File: src/rtl/dp_mem_pkg.sv
// Shared widths, channel state encoding and command payload for the dual-port memory initiator.
package dp_mem_pkg;

  localparam int unsigned ADDR_W                 = 32;
  localparam int unsigned DATA_W                 = 32;
  localparam int unsigned MASK_W                 = 4;
  localparam int unsigned TIMEOUT_CYCLES_DEFAULT = 1024;

  typedef enum logic [1:0] {
    ST_IDLE  = 2'd0,
    ST_BUSY  = 2'd1,
    ST_DRAIN = 2'd2
  } port_state_e;

  typedef struct packed {
    logic              we;
    logic [ADDR_W-1:0] addr;
    logic [DATA_W-1:0] wdata;
    logic [MASK_W-1:0] wmask;
  } mem_cmd_t;

  // Width of a counter that must be able to hold the value 'cycles'.
  function automatic int unsigned timer_width(input int unsigned cycles);
    return $clog2(cycles + 1);
  endfunction

endpackage

File: src/rtl/dp_mem_port_fsm.sv
// One memory channel: accept a request, hold the command until the responder answers
// or the BUSY timer expires, then spend one DRAIN cycle before accepting again.
module dp_mem_port_fsm
  import dp_mem_pkg::*;
#(
  parameter int unsigned TIMEOUT_CYCLES = TIMEOUT_CYCLES_DEFAULT
) (
  input  logic              clk,
  input  logic              rst,
  input  logic              i_req_valid,
  input  logic              i_req_we,
  input  logic [ADDR_W-1:0] i_req_addr,
  input  logic [DATA_W-1:0] i_req_wdata,
  input  logic [MASK_W-1:0] i_req_wmask,
  output logic              o_req_ready,
  output logic              o_rsp_valid,
  output logic [DATA_W-1:0] o_rsp_data,
  output logic              o_err,
  output logic              o_read,
  output logic              o_write,
  output logic [ADDR_W-1:0] o_addr,
  output logic [DATA_W-1:0] o_wdata,
  output logic [MASK_W-1:0] o_wmask,
  input  logic              i_resp,
  input  logic [DATA_W-1:0] i_rdata
);

  localparam int unsigned      CNT_W    = timer_width(TIMEOUT_CYCLES);
  localparam logic [CNT_W-1:0] CNT_LAST = CNT_W'(TIMEOUT_CYCLES - 1);

  port_state_e       r_state,     w_state_nxt;
  logic [CNT_W-1:0]  r_cnt,       w_cnt_nxt;
  mem_cmd_t          r_cmd,       w_cmd_nxt;
  logic              r_read,      w_read_nxt;
  logic              r_write,     w_write_nxt;
  logic              r_ready,     w_ready_nxt;
  logic              r_rsp_valid, w_rsp_valid_nxt;
  logic [DATA_W-1:0] r_rsp_data,  w_rsp_data_nxt;
  logic              r_err,       w_err_nxt;
  logic              w_first_busy;
  logic              w_timeout;

  // A zero count marks the first BUSY cycle, where a lingering resp from the previous command is masked.
  assign w_first_busy = (r_cnt == '0);
  assign w_timeout    = (r_cnt == CNT_LAST);

  always_comb begin
    w_state_nxt     = r_state;
    w_cnt_nxt       = r_cnt;
    w_cmd_nxt       = r_cmd;
    w_read_nxt      = r_read;
    w_write_nxt     = r_write;
    w_rsp_valid_nxt = 1'b0;
    w_rsp_data_nxt  = r_rsp_data;
    w_err_nxt       = r_err;

    case (r_state)
      ST_IDLE: begin
        if (i_req_valid && r_ready) begin
          w_state_nxt = ST_BUSY;
          w_cnt_nxt   = '0;
          w_cmd_nxt   = '{we: i_req_we, addr: i_req_addr, wdata: i_req_wdata, wmask: i_req_wmask};
          w_read_nxt  = !i_req_we;
          w_write_nxt = i_req_we;
        end
      end
      ST_BUSY: begin
        if (i_resp && !w_first_busy) begin
          w_state_nxt     = ST_DRAIN;
          w_read_nxt      = 1'b0;
          w_write_nxt     = 1'b0;
          w_rsp_valid_nxt = 1'b1;
          if (!r_cmd.we) begin
            w_rsp_data_nxt = i_rdata;
          end
        end else if (w_timeout) begin
          w_state_nxt     = ST_DRAIN;
          w_read_nxt      = 1'b0;
          w_write_nxt     = 1'b0;
          w_rsp_valid_nxt = 1'b1;
          w_err_nxt       = 1'b1;
        end else begin
          w_cnt_nxt = r_cnt + CNT_W'(1);
        end
      end
      ST_DRAIN: begin
        w_state_nxt = ST_IDLE;
      end
      default: begin
        w_state_nxt = ST_IDLE;
      end
    endcase

    w_ready_nxt = (w_state_nxt == ST_IDLE);
  end

  always_ff @(posedge clk) begin
    if (rst) begin
      r_state     <= ST_IDLE;
      r_cnt       <= '0;
      r_cmd       <= '0;
      r_read      <= 1'b0;
      r_write     <= 1'b0;
      r_ready     <= 1'b1;
      r_rsp_valid <= 1'b0;
      r_rsp_data  <= '0;
      r_err       <= 1'b0;
    end else begin
      r_state     <= w_state_nxt;
      r_cnt       <= w_cnt_nxt;
      r_cmd       <= w_cmd_nxt;
      r_read      <= w_read_nxt;
      r_write     <= w_write_nxt;
      r_ready     <= w_ready_nxt;
      r_rsp_valid <= w_rsp_valid_nxt;
      r_rsp_data  <= w_rsp_data_nxt;
      r_err       <= w_err_nxt;
    end
  end

  assign o_req_ready = r_ready;
  assign o_rsp_valid = r_rsp_valid;
  assign o_rsp_data  = r_rsp_data;
  assign o_err       = r_err;
  assign o_read      = r_read;
  assign o_write     = r_write;
  assign o_addr      = r_cmd.addr;
  assign o_wdata     = r_cmd.wdata;
  assign o_wmask     = r_cmd.wmask;

endmodule

File: src/rtl/dp_mem_initiator.sv
// Dual-port memory initiator: read-only fetch channel on port A, read/write data channel on port B.
module dp_mem_initiator
  import dp_mem_pkg::*;
#(
  parameter int unsigned TIMEOUT_CYCLES = TIMEOUT_CYCLES_DEFAULT
) (
  input  logic              clk,
  input  logic              rst,
  input  logic              f_req_valid,
  input  logic [ADDR_W-1:0] f_req_addr,
  output logic              f_req_ready,
  output logic              f_rsp_valid,
  output logic [DATA_W-1:0] f_rsp_data,
  output logic              f_err,
  input  logic              d_req_valid,
  input  logic              d_req_we,
  input  logic [ADDR_W-1:0] d_req_addr,
  input  logic [DATA_W-1:0] d_req_wdata,
  input  logic [MASK_W-1:0] d_req_wmask,
  output logic              d_req_ready,
  output logic              d_rsp_valid,
  output logic [DATA_W-1:0] d_rsp_rdata,
  output logic              d_err,
  output logic              read_a,
  output logic [ADDR_W-1:0] address_a,
  input  logic              resp_a,
  input  logic [DATA_W-1:0] rdata_a,
  output logic              read_b,
  output logic              write,
  output logic [ADDR_W-1:0] address_b,
  output logic [DATA_W-1:0] wdata,
  output logic [MASK_W-1:0] wmask,
  input  logic              resp_b,
  input  logic [DATA_W-1:0] rdata_b
);

  // Port A never writes, so its write-side outputs exist only to be discarded.
  logic              w_a_write;
  logic [DATA_W-1:0] w_a_wdata;
  logic [MASK_W-1:0] w_a_wmask;
  logic              w_a_unused;

  assign w_a_unused = ^{w_a_write, w_a_wdata, w_a_wmask};

  dp_mem_port_fsm #(
    .TIMEOUT_CYCLES (TIMEOUT_CYCLES)
  ) u_port_a (
    .clk         (clk),
    .rst         (rst),
    .i_req_valid (f_req_valid),
    .i_req_we    (1'b0),
    .i_req_addr  (f_req_addr),
    .i_req_wdata ('0),
    .i_req_wmask ('0),
    .o_req_ready (f_req_ready),
    .o_rsp_valid (f_rsp_valid),
    .o_rsp_data  (f_rsp_data),
    .o_err       (f_err),
    .o_read      (read_a),
    .o_write     (w_a_write),
    .o_addr      (address_a),
    .o_wdata     (w_a_wdata),
    .o_wmask     (w_a_wmask),
    .i_resp      (resp_a),
    .i_rdata     (rdata_a)
  );

  dp_mem_port_fsm #(
    .TIMEOUT_CYCLES (TIMEOUT_CYCLES)
  ) u_port_b (
    .clk         (clk),
    .rst         (rst),
    .i_req_valid (d_req_valid),
    .i_req_we    (d_req_we),
    .i_req_addr  (d_req_addr),
    .i_req_wdata (d_req_wdata),
    .i_req_wmask (d_req_wmask),
    .o_req_ready (d_req_ready),
    .o_rsp_valid (d_rsp_valid),
    .o_rsp_data  (d_rsp_rdata),
    .o_err       (d_err),
    .o_read      (read_b),
    .o_write     (write),
    .o_addr      (address_b),
    .o_wdata     (wdata),
    .o_wmask     (wmask),
    .i_resp      (resp_b),
    .i_rdata     (rdata_b)
  );

endmodule
File: config.mk
export PLATFORM = sky130hd
export DESIGN_NAME = dp_mem_initiator
export DESIGN_NICKNAME = d
export VERILOG_FILES = /design/src/rtl/dp_mem_pkg.sv /design/src/rtl/dp_mem_port_fsm.sv /design/src/rtl/dp_mem_initiator.sv
export SDC_FILE = /design/constraint.sdc
export NUM_CORES = 1
export LEC_CHECK = 0
export ABC_AREA = 1
export BUFFER_PORTS_ARGS = -buffer_cell sky130_fd_sc_hd__buf_2
export CAP_MARGIN = 40
export CORE_ASPECT_RATIO = 1.2
export CORE_UTILIZATION = 35
export DETAILED_ROUTE_END_ITERATION = 6
export SYNTH_ARGS = -nofsm -noshare
export SYNTH_HDL_FRONTEND = slang
export SYNTH_SLANG_ARGS = --single-unit
File: constraint.sdc
create_clock -name clk -period 3.23 [get_ports clk]
set_clock_uncertainty 0.1 [all_clocks]
set_input_delay 0.1615 -clock clk [delete_from_list [all_inputs] [get_ports clk]]
set_output_delay 0.1615 -clock clk [all_outputs]
set_load 0.03 [all_outputs]
==> flow_summary.yaml <==
drt:
  drtAntennaViolNets: 0
  met1_length_um: 10730
  route.met3.wl_um: 1959
  route.detailed.drc: 0
  wl_per_cell_um: 14.16
  num_vias: 8689
  dr.pass1.iters: 5
  wl_um: 26030
  top_layer_used: "met4"
  first_iter_violations: 450
  met2_length_um: 12750
  vias_per_cell: 4.727
yosys:
  synth_commonest_cells: "nor2_1, dfxtp_1, o21ai_0, nand2_1, a21oi_1"
  synthesis.instances: 1105
  synth_fp_nets: 1280
  yosysSeqAreaShare_pct: 47.80
  synth_area_leaders: "dfxtp_1, nor2_1, o21ai_0, buf_4, a21oi_1"
  yosys_warnings: 0
  synth_ff_type: "dfxtp_1"
  synth_edf_count: 0
  yosys.cell_count.top_type: "nor2_1"
  synth_seq_cells: 200
  syn_area_sq_mm: 0.008376
  yosysUniqueCellTypes: 30
  synth_top_cell_by_area: "dfxtp_1"
  async_flop_share_pct: 0
  synth_area_per_cell_sq_um: 7.580
  yosysTopAreaCellShare_pct: 47.80
worst_setup_path:
  cpLargestDelayFamily: "simple AND/OR/NAND/NOR gates"
  cp-start-kind: "flip-flop"
  path_buf_inv: 3
  critPathArrivalTime_ns: 2.56
  cp.required_ns: 3.42
  crit_start: "u_port_b.r_cnt[0]$_SDFFE_PP0P_"
  crit_type: "flip-flop to flip-flop"
  crit_chain: "inv_1 -> ha_1 -> inv_1 -> nor2_1 -> nand2_1 -> o21bai_4 -> inv_2 -> nand3_4 -> nand2_1 -> a21oi_1"
  max_stage_delay_ns: 0.44
  reg2reg_from: "u_port_b.r_cnt[0]$_SDFFE_PP0P_"
  endpoint_kind: "flip-flop"
  cp_slowest_cell: "nand3_4"
  crit_path_max_fanout: 34
layout:
  n_antenna_cell: 0
  fill_cells: 2195
  final_nets: 1685
  drive_gt1_share_pct: 27.05
  syn2layout_area_growth_pct: 43.65
clock_tree:
  path_clk_slew_ns: 0.08
  cts_root_buffer: "clkbuf_16"
  cts_resized: 0
  cts.htree.levels: 4
  postCtsHoldBufs: 165
  cts_tree: "yes"
  numCtsBuffers: 17
  clock_latency_ns: 0.43
  cts.path.max_buffers: 2
  cts.sinks: 200
  cts_setup_buffers: 0
global_routing:
  overflow: 0
  grt_pass1_wl_um: 40140
  antenna_found_initial: 0
  gr-usage-all-layers_pct: 20.58
  grt_pass1_vias: 8166
  grt_max_degree: 83
power:
  leakagePower_nw: 5.620
  peakVddDrop_v: 0.0003348
  power_density_mw_per_mm2: 554.2
sta:
  tightest_slew_ns: 0.7367
  finalWorstSetupSlack_ns: 0.8550
  setup_tns_ns: 0
  finalMaxSlewViolations: 0
  min_period_ns: 2.375
  finalSetupViolCount: 0
  hold_violations: 0
  fin_crit_sh_pct: 73.53
  relSlewSlack_pct: 50.81
  max_freq_ghz: 0.4210
  rsz0062_at_grt: "false"
placement:
  place_ws_ns: 0.8854
  dp_hpwl_um: 16490
  portBuffers: 343
  gp_congestion: 0.8513
flow_run:
  cap_viol_max_count: 0
floorplan:
  core_sq_mm: 0.02335
  ios: 344
  die_w_um: 143.2
  dieArea_sq_mm: 0.02456
  row_count: 61
  initial_core_util_pct: 35.86
  die_y_um: 171.5
hold_path:
  hp-start: "resp_a"
  hp-class: "input port to flip-flop"
outcome:
  status: "finished, final reports clean"
[worst paths after layout]
check                                              end  slack, ns  cells after the start
setup / recovery  u_port_b.o_rsp_data[13]$_SDFFE_PP0P_       0.85                     10
hold / removal             u_port_a.o_err$_SDFFE_PP0P_        0.1                      5
setup reg to reg  u_port_b.o_rsp_data[13]$_SDFFE_PP0P_       0.85                     10
hold reg to reg    u_port_a.o_rsp_data[6]$_SDFFE_PP0P_       0.34                      2
[routing by layer]
layer	GRT usage [%]	vias to the layer above
li1	-	4332
met1	23.97	3986
met2	36.12	334
met3	5.234	37
met4	7.678	0
met5	0	-
[worst reg2reg max path: stages (launching register included)]
cell	delay, ns
dfxtp_1	0.40
inv_1	0.11
ha_1	0.21
inv_1	0.05
nor2_1	0.03
nand2_1	0.13
o21bai_4	0.11
inv_2	0.41
nand3_4	0.44
nand2_1	0.16
a21oi_1	0.09
[state kept, by name, indices dropped and copies added, names as in the netlist, 2 cells and up]
name	count
u_port_a.o_addr	32
u_port_a.o_rsp_data	32
u_port_b.o_addr	32
u_port_b.o_rsp_data	32
u_port_b.o_wdata	32
u_port_a.r_cnt	11
u_port_b.r_cnt	11
u_port_b.o_wmask	4
u_port_a.r_state	2
u_port_b.r_state	2
[report_power, final]
part           internal (mW)  total [mW]  switching (mW)  leakage (nW)
combinational          0.556        1.66            1.10          3.69
sequential              2.71        2.84           0.134          1.64
clock                   1.07        2.17            1.10         0.291
[through the flow]
stage	area (sq um)	total power [mW]	util, %	hold WS, ns	std cells
6_report	12030	6.667	51.52	0.09941	1838
5_1_grt	12030	6.990	51.52	0.1018	1838
4_1_cts	12030	6.707	51.52	0.08028	1838
3_5_place_dp	9786	4.373	41.90	0.2906	1641
3_3_place_gp	9758	4.355	41.78	0.2822	1640
2_1_floorplan	8376	4.027	-	0.1964	1105
[cell families (layout without fill, tap and decap cells)]
logic type	after synthesis	after routing	share of synthesized area, %
fa+ha+maj	4	4	0.5976
compound gates	233	233	14.31
buf+inv	203	621	12.95
flops	200	200	47.80
simple gates	465	465	24.34
[final cells by class]
| type | count | area (sq um) | share of cell area, % |
|---|---|---|---|
| flip-flops and latches | 200 | 4004 | 33.28 |
| clock inverters | 13 | 151.4 | 1.258 |
| multi-input cells | 702 | 3292 | 27.36 |
| inverters | 70 | 264.0 | 2.194 |
| repair buffers | 519 | 3483 | 28.95 |
| clock buffers | 19 | 442.9 | 3.681 |
| well taps | 315 | 394.1 | 3.276 |
[placed cells by master, fill, tap and decap left out, drive strengths merged, types with 8 or more instances in the layout]
cell type    count
clkbuf          19
o21bai           8
nor2           264
buf            354
o21ai          137
dlygate4sd3    165
nand4           46
a21oi           87
dfxtp          200
inv             77
nand2          119
nand3           32
Power figures use the tool's default switching activity.
